[src/rtl/cpu_ce_gen.sv]
// CPU clock-enable generator: native/alt/turbo rates with contention gating and a
// drain-gap-start sequence so that rate changes never produce a short or doubled CPU clock.
module cpu_ce_gen #(
   parameter int NATIVE_DIV = 16,
   parameter int ALT_DIV    = 27,
   parameter int TURBO_DIV  = 8,
   parameter int GAP_CYCLES = 48
) (
   input  logic       clk_sys,
   input  logic       reset,
   input  logic [1:0] mode_req,
   input  logic       wait_req,
   input  logic       throttle_off,
   output logic       ce_p,
   output logic       ce_n,
   output logic       ce_bus_p,
   output logic       ce_bus_n,
   output logic [1:0] mode_act,
   output logic       switching
);

   typedef enum logic [1:0] {RUN, DRAIN, GAP, START} state_t;

   localparam logic [5:0] NATIVE_MAX  = 6'(NATIVE_DIV - 1);
   localparam logic [5:0] NATIVE_HALF = 6'(NATIVE_DIV / 2);
   localparam logic [5:0] ALT_MAX     = 6'(ALT_DIV - 1);
   localparam logic [5:0] ALT_HALF    = 6'(ALT_DIV / 2);
   localparam logic [5:0] TURBO_MAX   = 6'(TURBO_DIV - 1);
   localparam logic [5:0] TURBO_HALF  = 6'(TURBO_DIV / 2);
   localparam logic [7:0] GAP_LAST    = 8'(GAP_CYCLES - 1);

   state_t     state_q, state_d;
   logic [5:0] base_cnt_q, base_cnt_d;
   logic [5:0] div_cnt_q, div_cnt_d;
   logic [7:0] gap_cnt_q, gap_cnt_d;
   logic [1:0] mode_act_q, mode_act_d;
   logic       cpu_en_q, cpu_en_d;
   logic       half_hit_q, half_hit_d;
   logic       ce_p_q, ce_p_d;
   logic       ce_n_q, ce_n_d;
   logic       ce_bus_p_q, ce_bus_p_d;
   logic       ce_bus_n_q, ce_bus_n_d;

   logic [1:0] mode_req_eff;
   logic [5:0] div_max;
   logic [5:0] div_half;
   logic       run_phase;

   always_comb begin
      mode_req_eff = (mode_req == 2'd3) ? 2'd0 : mode_req;

      case (mode_act_q)
         2'd1:    begin div_max = ALT_MAX;    div_half = ALT_HALF;    end
         2'd2:    begin div_max = TURBO_MAX;  div_half = TURBO_HALF;  end
         default: begin div_max = NATIVE_MAX; div_half = NATIVE_HALF; end
      endcase

      base_cnt_d = (base_cnt_q >= NATIVE_MAX) ? 6'd0 : base_cnt_q + 6'd1;
      div_cnt_d  = (div_cnt_q >= div_max) ? 6'd0 : div_cnt_q + 6'd1;
      half_hit_d = (div_cnt_q == div_half);

      // Contention is decided once per native period, at its start, so a period is all-or-nothing.
      cpu_en_d = cpu_en_q;
      if (mode_act_q != 2'd0) begin
         cpu_en_d = 1'b1;
      end else if (base_cnt_q == 6'd0) begin
         cpu_en_d = ~wait_req | throttle_off;
      end

      state_d    = state_q;
      gap_cnt_d  = gap_cnt_q;
      mode_act_d = mode_act_q;
      case (state_q)
         RUN: begin
            if (mode_req_eff != mode_act_q) state_d = DRAIN;
         end
         // half_hit_q marks the cycle the (possibly suppressed) final ce_n is presented.
         DRAIN: begin
            if (half_hit_q) begin
               state_d   = GAP;
               gap_cnt_d = 8'd0;
            end
         end
         GAP: begin
            if (gap_cnt_q == GAP_LAST) begin
               state_d    = START;
               mode_act_d = mode_req_eff;
            end else begin
               gap_cnt_d = gap_cnt_q + 8'd1;
            end
         end
         START: begin
            if ((mode_act_q != 2'd0) || (base_cnt_q == NATIVE_MAX)) begin
               state_d   = RUN;
               div_cnt_d = 6'd0;
            end
         end
         default: state_d = RUN;
      endcase

      run_phase  = (state_q == RUN) || (state_q == DRAIN);
      ce_p_d     = run_phase && (div_cnt_q == 6'd0) && cpu_en_d;
      ce_n_d     = run_phase && (div_cnt_q == div_half) && cpu_en_d;
      ce_bus_p_d = (base_cnt_q == 6'd0);
      ce_bus_n_d = (base_cnt_q == NATIVE_HALF);
   end

   always_ff @(posedge clk_sys or posedge reset) begin
      if (reset) begin
         state_q    <= RUN;
         base_cnt_q <= 6'd0;
         div_cnt_q  <= 6'd0;
         gap_cnt_q  <= 8'd0;
         mode_act_q <= 2'd0;
         cpu_en_q   <= 1'b1;
         half_hit_q <= 1'b0;
         ce_p_q     <= 1'b0;
         ce_n_q     <= 1'b0;
         ce_bus_p_q <= 1'b0;
         ce_bus_n_q <= 1'b0;
      end else begin
         state_q    <= state_d;
         base_cnt_q <= base_cnt_d;
         div_cnt_q  <= div_cnt_d;
         gap_cnt_q  <= gap_cnt_d;
         mode_act_q <= mode_act_d;
         cpu_en_q   <= cpu_en_d;
         half_hit_q <= half_hit_d;
         ce_p_q     <= ce_p_d;
         ce_n_q     <= ce_n_d;
         ce_bus_p_q <= ce_bus_p_d;
         ce_bus_n_q <= ce_bus_n_d;
      end
   end

   assign ce_p      = ce_p_q;
   assign ce_n      = ce_n_q;
   assign ce_bus_p  = ce_bus_p_q;
   assign ce_bus_n  = ce_bus_n_q;
   assign mode_act  = mode_act_q;
   assign switching = (state_q != RUN);

endmodule

[config.mk]
export PLATFORM = sky130hd
export DESIGN_NAME = cpu_ce_gen
export DESIGN_NICKNAME = d
export VERILOG_FILES = /design/src/rtl/cpu_ce_gen.sv
export SDC_FILE = /design/constraint.sdc
export NUM_CORES = 1
export LEC_CHECK = 0
export CORE_ASPECT_RATIO = 1.2
export CORE_MARGIN = 10
export CORE_UTILIZATION = 55
export CTS_BUF_LIST = sky130_fd_sc_hd__clkbuf_8
export CTS_CLUSTER_DIAMETER = 40
export CTS_CLUSTER_SIZE = 10
export DETAILED_ROUTE_END_ITERATION = 7
export PLACE_DENSITY = 0.76
export SYNTH_ARGS = -nofsm -noshare
export SYNTH_HDL_FRONTEND = slang
export SYNTH_SLANG_ARGS = --single-unit
[constraint.sdc]
create_clock -name clk_sys -period 2.83 [get_ports clk_sys]
set_clock_uncertainty 0.1 [all_clocks]
set_input_delay 0.4245 -clock clk_sys [delete_from_list [all_inputs] [get_ports clk_sys]]
set_output_delay 0.4245 -clock clk_sys [all_outputs]
set_load 0.05 [all_outputs]
==> results.md <==
Detailed routing:
- The routed layout has 1,217 vias.
- Once detail routing completed, the nets flagged for antenna violations numbered 0.
- The detailed router finished its first iteration with 97 violations.
- After detailed routing, the total wire length is 3120 um.
- The first-pass iteration count of the detailed router is 4.
- Using the TritonRoute via totals, the vias-per-cell ratio works out to 5.48.
- For this run, design rule violations remaining after detail routing come to 0.
- The routed length per instance is 14.1 um.

Clock tree:
- Clock tree synthesis inserted a total of 5 buffers.
- The clock tree from TritonCTS is built.
- The clock network latency to the later pin of the worst-skew pair is 0.28 ns.
- The H-tree depth is 2.
- The maximum count of clock buffers along a single path is 2.
- The clock sink count is 30.
- Hold repair after CTS inserted 0 buffers.
- The total of cells resized after clock tree synthesis is 0.
- The post-CTS setup repair buffer count is 0.
- The clock transition time at the flip-flop clock pins of the worst setup and hold paths is 0.07 ns.
- The root buffer cell is clkbuf_8.

Finish:
- The layout cell share with drive strength beyond 1 is 0.106.
- After filler insertion, the fill cell instance count of the layout stands at 238.
- The layout net count is 210.
- The number of antenna diodes is 0.
- The area overhead of the layout relative to synthesis is 15.4%.

Setup path:
- The setup check on the worst reg-to-reg path leaves a slack of 0.67 ns.
- STA puts the critical path data arrival time at 1.87 ns.
- STA classifies the critical path startpoint as a flop.
- The critical path contains buffers and inverters numbering 3 combined.
- The cell with the biggest individual delay on the critical path is clkdlybuf4s50_1.
- The data required time of the worst path is 2.31 ns.
- For the worst flop-to-flop path, the logic depth is 6.
- The worst flop-to-flop path startpoint is state_q[0]$_DFFE_PP0P_.
- The critical path endpoint category is an output port.
- The endpoint identified for the worst register-to-register timing path is gap_cnt_q[6]$_DFFE_PP0P_.
- The critical path capture point is switching.
- Counting buffers and inverters, the worst setup path is 4 cells deep.
- On the worst path, the slowest cell contributes a delay of 0.80 ns.
- Tracing the worst setup path back leads to its startpoint at state_q[0]$_DFFE_PP0P_.
- Of all nets on the critical path, the largest fanout is 4.
- The most prevalent standard cell on the critical path is inv_1.
- By startpoint and endpoint, the worst setup path is classified as flop to output port.
- Walking the worst path, the cells encountered are inv_1 -> ha_1 -> inv_1 -> clkdlybuf4s50_1.
- The cell family contributing the most delay on the critical path is buffers and inverters.

Die:
- The number of top-level pins is 13.
- The die is 80.4 um tall.
- The floorplan has 21 rows.
- The die is 70.3 um wide.
- The starting density of the core is 0.584.
- The core footprint is 0.00286 mm^2.
- The die outline area is 0.00566 mm^2.

GRT:
- Entering global routing, the biggest net connects 19 pins.
- The first-pass GRT wire length is 5490 um.
- The final global-route overflow total is 0.
- The total routing usage reported by global routing is 0.118.
- The via count of the first global-routing pass is 1,229.
- The initial antenna violation count is 0.

STA:
- The aggregate negative setup slack is 0 ns.
- The worst slew slack as a fraction of its limit is 0.549.
- Setup violations remaining at the end of the flow were counted as 0.
- Based on the critical path, the design can be clocked at up to 0.417 GHz.
- The transition time at the pin with the least slew margin is 0.675 ns.
- The least setup slack across all paths after layout is 0.431 ns.
- Of the available clock period, the critical path in the final layout requires 0.848.
- For the finished layout, the period the worst path requires is 2.40 ns.
- Setup repair after global routing left no endpoint under its margin.
- The number of pins with negative max-slew slack in the final report is 0.
- The final hold violation count is 0.

Min path:
- The path class of the lowest-slack min-delay path is flop to flop.

Synthesis:
- Summed over all instances, the cell type with the most area after synthesis is dfrtp_1.
- The area share of the leading cell type in the synthesized netlist is 0.434.
- The count of yosys warnings during synthesis is 0.
- Counting flops with an async set or reset pin after synthesis yields a share of 1.00.
- Summing every instance area after synthesis gives 0.00167 mm^2.
- The number of distinct library cell variants in the gate-level netlist after synthesis is 38.
- The register bit total from synthesis is 30.
- The share of the Yosys chip area taken by registers is 0.450.
- Ranked by total cell area, the synthesized netlist is headed by dfrtp_1, ha_1, nor2_1, inv_1, nand2_1.
- In the synthesized netlist, the number of instances is 168.
- The number of flops mapped to enable cells by yosys is 0.
- A synthesized cell averages 9.96 um^2.
- The most frequently used flop master after synthesis is dfrtp_1.

Power and ir drop:
- The total power consumption of the routed design is 1.54 mW.
- The static leakage is 0.918 nW.
- The power density over the cells is 798 mW/mm^2.
- The peak ir drop on the vdd network is 0.483 mV.

Job:
- The tool flagged a number of max-cap violations equal to 0.

Place:
- Detailed placement ended at an HPWL of 2410 um.
- The worst slack at placement is 0.615 ns.
- Input and output buffers added on the ports amount to 12.
- The final RePlAce weighted congestion is 0.789.

Status:
- The run finished with clean final reports.
==> how the worst min path moves through the flow <==
stage / endpoint / slack [ns] / cells after the start / startpoint
finish: base_cnt_q[2]$_DFF_PP0_ / 0.38 / 1 / base_cnt_q[4]$_DFF_PP0_
global route: base_cnt_q[2]$_DFF_PP0_ / 0.42 / 1 / base_cnt_q[4]$_DFF_PP0_
CTS: base_cnt_q[2]$_DFF_PP0_ / 0.38 / 1 / base_cnt_q[4]$_DFF_PP0_
detailed placement: base_cnt_q[2]$_DFF_PP0_ / 0.38 / 1 / base_cnt_q[4]$_DFF_PP0_
global placement: base_cnt_q[2]$_DFF_PP0_ / 0.37 / 1 / base_cnt_q[4]$_DFF_PP0_
floorplan: base_cnt_q[2]$_DFF_PP0_ / 0.35 / 1 / base_cnt_q[4]$_DFF_PP0_
==> cells by family (layout without fill, tap and decap cells) <==
group           after synthesis  after routing  share of synthesized area
xor+xnor                      6              6                     0.0314
buf+inv                      19             38                     0.0449
fa+ha+maj                    17             17                      0.127
other cells                   1              2                    0.00224
compound gates               34             34                      0.139
flops                        30             30                      0.450
mux                           5              5                     0.0322
simple gates                 56             56                      0.174
==> final cells by class <==
type | instances | area, um^2 | area share
multi-input cells | 120 | 850 | 0.440
flip-flops and latches | 30 | 752 | 0.390
repair buffers | 13 | 128 | 0.0661
clock buffers | 6 | 82.6 | 0.0428
inverters | 17 | 63.8 | 0.0331
well taps | 34 | 42.5 | 0.0220
clock inverters | 2 | 12.5 | 0.00648
==> flip-flops by register name, indices dropped and copies added (netlist names), 2 cells and up <==
| register | count |
|---|---|
| state_q | 2 |
| mode_act | 2 |
| div_cnt_q | 6 |
| gap_cnt_q | 8 |
| base_cnt_q | 6 |
==> stage by stage <==
step | hold slack, ns | cell area (um^2) | util | std cells
finish | 0.384 | 1930 | 0.674 | 222
detailed placement | 0.376 | 1840 | 0.641 | 214
floorplan | 0.353 | 1680 | - | 169
global route | 0.420 | 1930 | 0.674 | 222
global placement | 0.370 | 1840 | 0.641 | 214
CTS | 0.384 | 1930 | 0.674 | 222
==> power by group <==
part / switching (mW) / internal, mW / total (mW)
clock network: 0.166 / 0.195 / 0.361
registers: 0.0783 / 0.503 / 0.581
logic: 0.351 / 0.247 / 0.599
==> synth_stat cells, types with 2 or more instances <==
cell	instances
ha_1	17
mux2i_1	2
nand3_1	6
o21a_1	2
mux2_2	2
nand2_1	12
o21ai_2	2
inv_1	17
xor2_1	2
nor2b_1	3
o21ai_0	8
and3_1	7
a21o_1	2
nor2_1	18
nor3_1	2
xnor2_1	4
a21oi_1	7
nor4_1	3
nor4b_2	2
dfrtp_1	29
o31ai_1	4
==> cell usage in the layout (no fill, tap or decap), types with 2 or more instances in the layout <==
cell	count
a21o_1	2
nand2_1	12
clkbuf_8	6
mux2i_1	2
inv_1	17
xnor2_1	4
nand3_1	6
clkdlybuf4s50_1	12
and3_1	7
o21ai_0	8
nor2_1	18
xor2_1	2
o21ai_2	2
nor4b_2	2
conb_1	2
nor4_1	3
o31ai_1	4
mux2_2	2
nor3_1	2
nor2b_1	3
a21oi_1	7
o21a_1	2
ha_1	17
dfrtp_1	29
==> metal layers <==
layer | GRT usage | part of all wire | vias up
met5 | 0 | 0 | -
met4 | 0.0553 | 0.018 | 0
met3 | 0.0443 | 0.052 | 7
met2 | 0.194 | 0.49 | 20
met1 | 0.133 | 0.44 | 579
li1 | - | - | 611
No activity file was read; power rests on OpenSTA's default activity.
